--- src/rtl/mem_access_ctrl.sv ---
// MEM-stage load/store sequencer: drives the data-memory handshake, lane-aligns
// store data and byte enables, and extends load data; flags misaligned and timed-out accesses.
module mem_access_ctrl #(
  parameter int NB_DATA        = 32,
  parameter int NB_ADDR        = 32,
  parameter int NB_MASK        = 2,
  parameter int TIMEOUT_CYCLES = 64
) (
  input  logic               i_clock,
  input  logic               i_reset,
  input  logic               i_req_valid,
  input  logic               i_req_write,
  input  logic [NB_ADDR-1:0] i_req_addr,
  input  logic [NB_DATA-1:0] i_req_wdata,
  input  logic [NB_MASK-1:0] i_req_mask,
  input  logic               i_req_unsigned,
  output logic               o_req_ready,
  output logic               o_stall,
  output logic               o_rsp_valid,
  output logic [NB_DATA-1:0] o_rsp_data,
  output logic               o_misaligned,
  output logic               o_timeout,
  output logic               o_mem_valid,
  output logic               o_mem_write,
  output logic [NB_ADDR-1:0] o_mem_addr,
  output logic [NB_DATA-1:0] o_mem_wdata,
  output logic [3:0]         o_mem_be,
  input  logic               i_mem_ready,
  input  logic               i_mem_rvalid,
  input  logic [NB_DATA-1:0] i_mem_rdata
);

  typedef enum logic [1:0] {IDLE, ISSUE, WAIT, DONE} state_t;

  localparam int               CNT_W   = $clog2(TIMEOUT_CYCLES + 1);
  localparam logic [CNT_W-1:0] CNT_MAX = CNT_W'(TIMEOUT_CYCLES);

  state_t             state_q, state_d;
  logic [CNT_W-1:0]   cnt_q, cnt_d;
  logic               mem_valid_q, mem_valid_d;
  logic               mem_write_q, mem_write_d;
  logic [NB_ADDR-1:0] mem_addr_q, mem_addr_d;
  logic [NB_DATA-1:0] mem_wdata_q, mem_wdata_d;
  logic [3:0]         mem_be_q, mem_be_d;
  logic               rsp_valid_q, rsp_valid_d;
  logic [NB_DATA-1:0] rsp_data_q, rsp_data_d;
  logic               misaligned_q, misaligned_d;
  logic               timeout_q, timeout_d;
  logic [1:0]         ld_off_q, ld_off_d;
  logic [NB_MASK-1:0] ld_mask_q, ld_mask_d;
  logic               ld_uns_q, ld_uns_d;

  logic               req_misaligned;
  logic [3:0]         req_be;
  logic [NB_DATA-1:0] req_wdata;
  logic [7:0]         ld_byte;
  logic [15:0]        ld_half;
  logic [NB_DATA-1:0] ld_ext;

  assign req_misaligned = ((i_req_mask == NB_MASK'(1)) && i_req_addr[0]) ||
                          (i_req_mask[1] && (i_req_addr[1:0] != 2'b00));

  always_comb begin
    req_be    = 4'b1111;
    req_wdata = i_req_wdata;
    case (i_req_mask)
      NB_MASK'(0): begin
        req_be    = 4'b0001 << i_req_addr[1:0];
        req_wdata = {(NB_DATA/8){i_req_wdata[7:0]}};
      end
      NB_MASK'(1): begin
        req_be    = i_req_addr[1] ? 4'b1100 : 4'b0011;
        req_wdata = {(NB_DATA/16){i_req_wdata[15:0]}};
      end
      default: ;
    endcase
    if (!i_req_write) req_be = 4'b1111;
  end

  // Lane select uses the offset captured at accept, not the live request bus.
  always_comb begin
    ld_byte = i_mem_rdata[{ld_off_q, 3'b000} +: 8];
    ld_half = i_mem_rdata[{ld_off_q[1], 4'b0000} +: 16];
    case (ld_mask_q)
      NB_MASK'(0): ld_ext = ld_uns_q ? {{(NB_DATA-8){1'b0}}, ld_byte}
                                     : {{(NB_DATA-8){ld_byte[7]}}, ld_byte};
      NB_MASK'(1): ld_ext = ld_uns_q ? {{(NB_DATA-16){1'b0}}, ld_half}
                                     : {{(NB_DATA-16){ld_half[15]}}, ld_half};
      default:     ld_ext = i_mem_rdata;
    endcase
  end

  always_comb begin
    state_d      = state_q;
    cnt_d        = cnt_q;
    mem_valid_d  = mem_valid_q;
    mem_write_d  = mem_write_q;
    mem_addr_d   = mem_addr_q;
    mem_wdata_d  = mem_wdata_q;
    mem_be_d     = mem_be_q;
    rsp_valid_d  = 1'b0;
    rsp_data_d   = rsp_data_q;
    misaligned_d = 1'b0;
    timeout_d    = 1'b0;
    ld_off_d     = ld_off_q;
    ld_mask_d    = ld_mask_q;
    ld_uns_d     = ld_uns_q;
    case (state_q)
      IDLE: begin
        if (i_req_valid) begin
          ld_off_d  = i_req_addr[1:0];
          ld_mask_d = i_req_mask;
          ld_uns_d  = i_req_unsigned;
          if (req_misaligned) begin
            state_d      = DONE;
            rsp_valid_d  = 1'b1;
            rsp_data_d   = '0;
            misaligned_d = 1'b1;
          end else begin
            state_d     = ISSUE;
            cnt_d       = '0;
            mem_valid_d = 1'b1;
            mem_write_d = i_req_write;
            mem_addr_d  = {i_req_addr[NB_ADDR-1:2], 2'b00};
            mem_wdata_d = req_wdata;
            mem_be_d    = req_be;
          end
        end
      end
      ISSUE, WAIT: begin
        cnt_d = cnt_q + CNT_W'(1);
        // Timeout wins over a handshake landing in the same cycle.
        if (cnt_q == CNT_MAX) begin
          state_d     = DONE;
          mem_valid_d = 1'b0;
          rsp_valid_d = 1'b1;
          rsp_data_d  = '0;
          timeout_d   = 1'b1;
        end else if (state_q == ISSUE) begin
          if (i_mem_ready) begin
            mem_valid_d = 1'b0;
            if (mem_write_q) begin
              state_d     = DONE;
              rsp_valid_d = 1'b1;
              rsp_data_d  = '0;
            end else begin
              state_d = WAIT;
            end
          end
        end else if (i_mem_rvalid) begin
          state_d     = DONE;
          rsp_valid_d = 1'b1;
          rsp_data_d  = ld_ext;
        end
      end
      DONE:    state_d = IDLE;
      default: state_d = IDLE;
    endcase
  end

  always_ff @(posedge i_clock or negedge i_reset) begin
    if (!i_reset) begin
      state_q      <= IDLE;
      cnt_q        <= '0;
      mem_valid_q  <= 1'b0;
      mem_write_q  <= 1'b0;
      mem_addr_q   <= '0;
      mem_wdata_q  <= '0;
      mem_be_q     <= 4'b0000;
      rsp_valid_q  <= 1'b0;
      rsp_data_q   <= '0;
      misaligned_q <= 1'b0;
      timeout_q    <= 1'b0;
      ld_off_q     <= 2'b00;
      ld_mask_q    <= '0;
      ld_uns_q     <= 1'b0;
    end else begin
      state_q      <= state_d;
      cnt_q        <= cnt_d;
      mem_valid_q  <= mem_valid_d;
      mem_write_q  <= mem_write_d;
      mem_addr_q   <= mem_addr_d;
      mem_wdata_q  <= mem_wdata_d;
      mem_be_q     <= mem_be_d;
      rsp_valid_q  <= rsp_valid_d;
      rsp_data_q   <= rsp_data_d;
      misaligned_q <= misaligned_d;
      timeout_q    <= timeout_d;
      ld_off_q     <= ld_off_d;
      ld_mask_q    <= ld_mask_d;
      ld_uns_q     <= ld_uns_d;
    end
  end

  assign o_req_ready  = (state_q == IDLE);
  assign o_stall      = ((state_q == IDLE) && i_req_valid) || (state_q == ISSUE) || (state_q == WAIT);
  assign o_rsp_valid  = rsp_valid_q;
  assign o_rsp_data   = rsp_data_q;
  assign o_misaligned = misaligned_q;
  assign o_timeout    = timeout_q;
  assign o_mem_valid  = mem_valid_q;
  assign o_mem_write  = mem_write_q;
  assign o_mem_addr   = mem_addr_q;
  assign o_mem_wdata  = mem_wdata_q;
  assign o_mem_be     = mem_be_q;

endmodule

--- config.mk ---
export PLATFORM = sky130hd
export DESIGN_NAME = mem_access_ctrl
export DESIGN_NICKNAME = d
export VERILOG_FILES = /design/src/rtl/mem_access_ctrl.sv
export SDC_FILE = /design/constraint.sdc
export NUM_CORES = 1
export LEC_CHECK = 0
export BUFFER_PORTS_ARGS = -buffer_cell sky130_fd_sc_hd__buf_2
export CORE_MARGIN = 8
export CORE_UTILIZATION = 35
export DETAILED_ROUTE_END_ITERATION = 8
export GPL_ROUTABILITY_DRIVEN = 0
export GPL_TIMING_DRIVEN = 0
export SYNTH_ARGS = -nofsm -noshare
export SYNTH_HDL_FRONTEND = slang
export SYNTH_SLANG_ARGS = --single-unit
--- constraint.sdc ---
create_clock -name i_clock -period 4 [get_ports i_clock]
set_input_delay 0.8 -clock i_clock [delete_from_list [all_inputs] [get_ports i_clock]]
set_output_delay 0.8 -clock i_clock [all_outputs]
set_load 0.005 [all_outputs]
==> flow_summary.ini <==
[outcome]
status = finished, final reports clean

[final_layout]
nFillCells = 1685
final_cell_mix = buf_2 (219), nand2_1 (159), dfrtp_1 (117)
stdcell_count = 1091
final_common_cell = buf_2
diodes = 0
multi_input_area_mm2 = 0.002799
drive_above_1_share_pct = 34.18
nNetsFinal = 967
regArea_mm2 = 0.002928
area_growth_pct = 33.32

[global_routing]
overflow = 0
antenna_found_initial = 0
grt_pass1_wl_um = 31380
grt_max_degree = 70
grt_pass1_vias = 5699
grt_usage_pct = 18.33

[power]
combPwrFrac_pct = 42.5
seqPwrFrac_pct = 30.9
powerDensity_mw_per_mm2 = 782.3
p_switching_uw = 2349
p_leak_uw = 0.004180
swShare_pct = 37.46
internal_power_uw = 3922
vdd_drop_max_mv = 0.3568
clkPwrFrac_pct = 26.6
finalPower_uw = 6271

[cts]
cts_resized = 0
cts_hold_buf = 0
htree_levels = 4
clkTransAtPathRegs_ps = 60
clk_latency_ps = 420
root_buffer = clkbuf_16
cts.sinks = 117
cts_buffers = 17
cts_buffer_depth = 2
post_cts_buffers = 0
cts_tree = done

[yosys]
ys_types = 60
ys_ff_latch = 117
avgSynthCellArea_um2 = 9.635
ys_warn_count = 0
async_flop_share_pct = 100.0
synth_area_mm2 = 0.006012
synth-edff-count = 0
syn_inst = 624
ys_seq_area_share_pct = 48.70
ys.flop_type = dfrtp_1

[placement]
dpl.cell_count = 1059
hpwl_um = 14860
port_buffers = 208

[floorplan]
dieWidth_um = 147.1
dieArea_mm2 = 0.02163
die_h_um = 147.1
std_cell_rows = 48
core_area_mm2 = 0.01706
initial_core_util_pct = 35.25
num_io_pins = 212

[sta]
whs_ps = 330.5
hold_viol_final = 0
rsz0062_at_grt = no
maxSlewHeadroom_pct = 37.65
drv_slew = 0
fin_skew_ps = 7.548
final-setup-viol-count = 0
setup_tns_ps = 0
min_period_ps = 2931
worst_pin_slew_ps = 933.3
fmax_mhz = 341.2
fin_crit_sh_pct = 73.27

[drt]
drc = 0
post_drt_wl_per_cell_um = 17.97
vias = 5424
ant_nets = 0
finalWirelength_um = 19600
drt_iter0_drc = 266
first_pass_iters = 4
vias_per_cell = 4.972

[critical_path]
end_kind = output pin
path_max_fanout = 8
rr_worst_depth = 9
worst_ep_required_time_ps = 3200
startpoint_type = flop
cp_data_arrival_time_ps = 2130
worstSetupPathType = flop to output pin

[flow_run]
maxCapViolations = 0

[worst_hold_path]
hold_class = input pin to async pin
==> flip-flops by register name, indices dropped and copies added, names as in the netlist <==
| name | count |
|---|---|
| state_q | 2 |
| o_mem_addr | 30 |
| ld_off_q | 2 |
| ld_mask_q | 2 |
| o_mem_wdata | 32 |
| o_mem_be | 4 |
| o_timeout | 1 |
| ld_uns_q | 1 |
| o_rsp_data | 32 |
| o_rsp_valid | 1 |
| o_mem_valid | 1 |
| cnt_q | 7 |
| o_misaligned | 1 |
| o_mem_write | 1 |
==> synthesized netlist by cell type (3+ instances only) <==
cell	n	share of area, %
mux2_2	15	2.8
ha_1	9	1.9
or3_1	3	0.31
a22oi_1	4	0.50
a21oi_1	18	1.5
o21ai_0	47	3.9
buf_4	3	0.37
and3b_1	7	1.0
dfrtp_1	117	49
a211oi_1	7	0.87
nand2b_1	19	2.0
inv_1	19	1.2
a22o_2	4	0.67
and2_1	3	0.31
buf_1	5	0.31
nor2_1	22	1.4
nor2b_1	9	0.94
nand3_1	10	0.83
a22o_1	10	1.5
buf_2	12	1.0
clkbuf_1	19	1.2
mux2i_1	33	5.5
o22ai_1	9	0.94
a32oi_1	3	0.44
a32o_1	17	2.8
nand2_1	159	9.9
==> path summary, 6_finish.rpt <==
path / end / slack [ps] / startpoint
hold / removal: o_rsp_data[7]$_DFFE_PN0P_ / 330 / i_reset
max in group asynchronous: o_mem_addr[19]$_DFFE_PN0P_ / 2940 / i_reset
setup reg to reg: o_mem_addr[8]$_DFFE_PN0P_ / 1330 / state_q[0]$_DFFE_PN0P_
setup / recovery: o_stall / 1070 / state_q[0]$_DFFE_PN0P_
min in group i_clock: o_mem_addr[22]$_DFFE_PN0P_ / 470 / o_mem_addr[22]$_DFFE_PN0P_
hold reg to reg: o_mem_addr[22]$_DFFE_PN0P_ / 470 / o_mem_addr[22]$_DFFE_PN0P_
==> critical path, cell delays in order (launching register included) <==
cell and delay [ps]:
dfrtp_1 450, inv_1 120, ha_1 320, and2_1 170
clkbuf_1 190, or3_1 330, buf_2 130
==> metal layers <==
| metal | track usage [%] | vias to the layer above | part of all wire (%) |
|---|---|---|---|
| met2 | 27.84 | 217 | 44 |
| li1 | - | 2625 | - |
| met3 | 8.767 | 24 | 10 |
| met1 | 22.47 | 2558 | 44 |
| met5 | 0 | - | 0 |
| met4 | 5.915 | 0 | 1.4 |
==> logic make-up (layout without fill, tap and decap cells) <==
logic type	Yosys count	after routing	share of synthesized area (%)
buffers and inverters	61	302	4.808
and+or+nand+nor	250	250	19.33
other	1	2	0.06238
muxes	49	49	8.491
DFF	117	117	48.70
AOI/OAI and AO/OA	137	137	16.73
adders and majority gates	9	9	1.873
==> power by group through the flow <==
stage	sequential (uW)	combinational (uW)	clock, uW
floorplan	1960	1650	0
global placement	1940	2660	0
detailed placement	1940	2690	0
CTS	1940	2700	1700
global route	2000	2960	1760
finish	1940	2660	1670
==> final cells by class <==
class / count / area share [%]
Sequential cell: 117 / 36.53
Multi-Input combinational cell: 447 / 34.92
Timing Repair Buffer: 209 / 13.41
Clock buffer: 21 / 5.869
Tap cell: 225 / 3.512
Buffer: 42 / 2.716
Clock inverter: 11 / 2.154
Inverter: 19 / 0.8898
==> metrics by stage <==
stage	instance area [um^2]	worst slack [ps]	utilization (%)
final	8015	1069	46.99
after global routing	8015	947.3	46.99
after CTS	8015	1061	46.99
after detailed placement	7372	1258	43.22
after global placement	7338	494.5	43.02
after floorplan	6016	1781	-
Power figures use the tool's default switching activity.
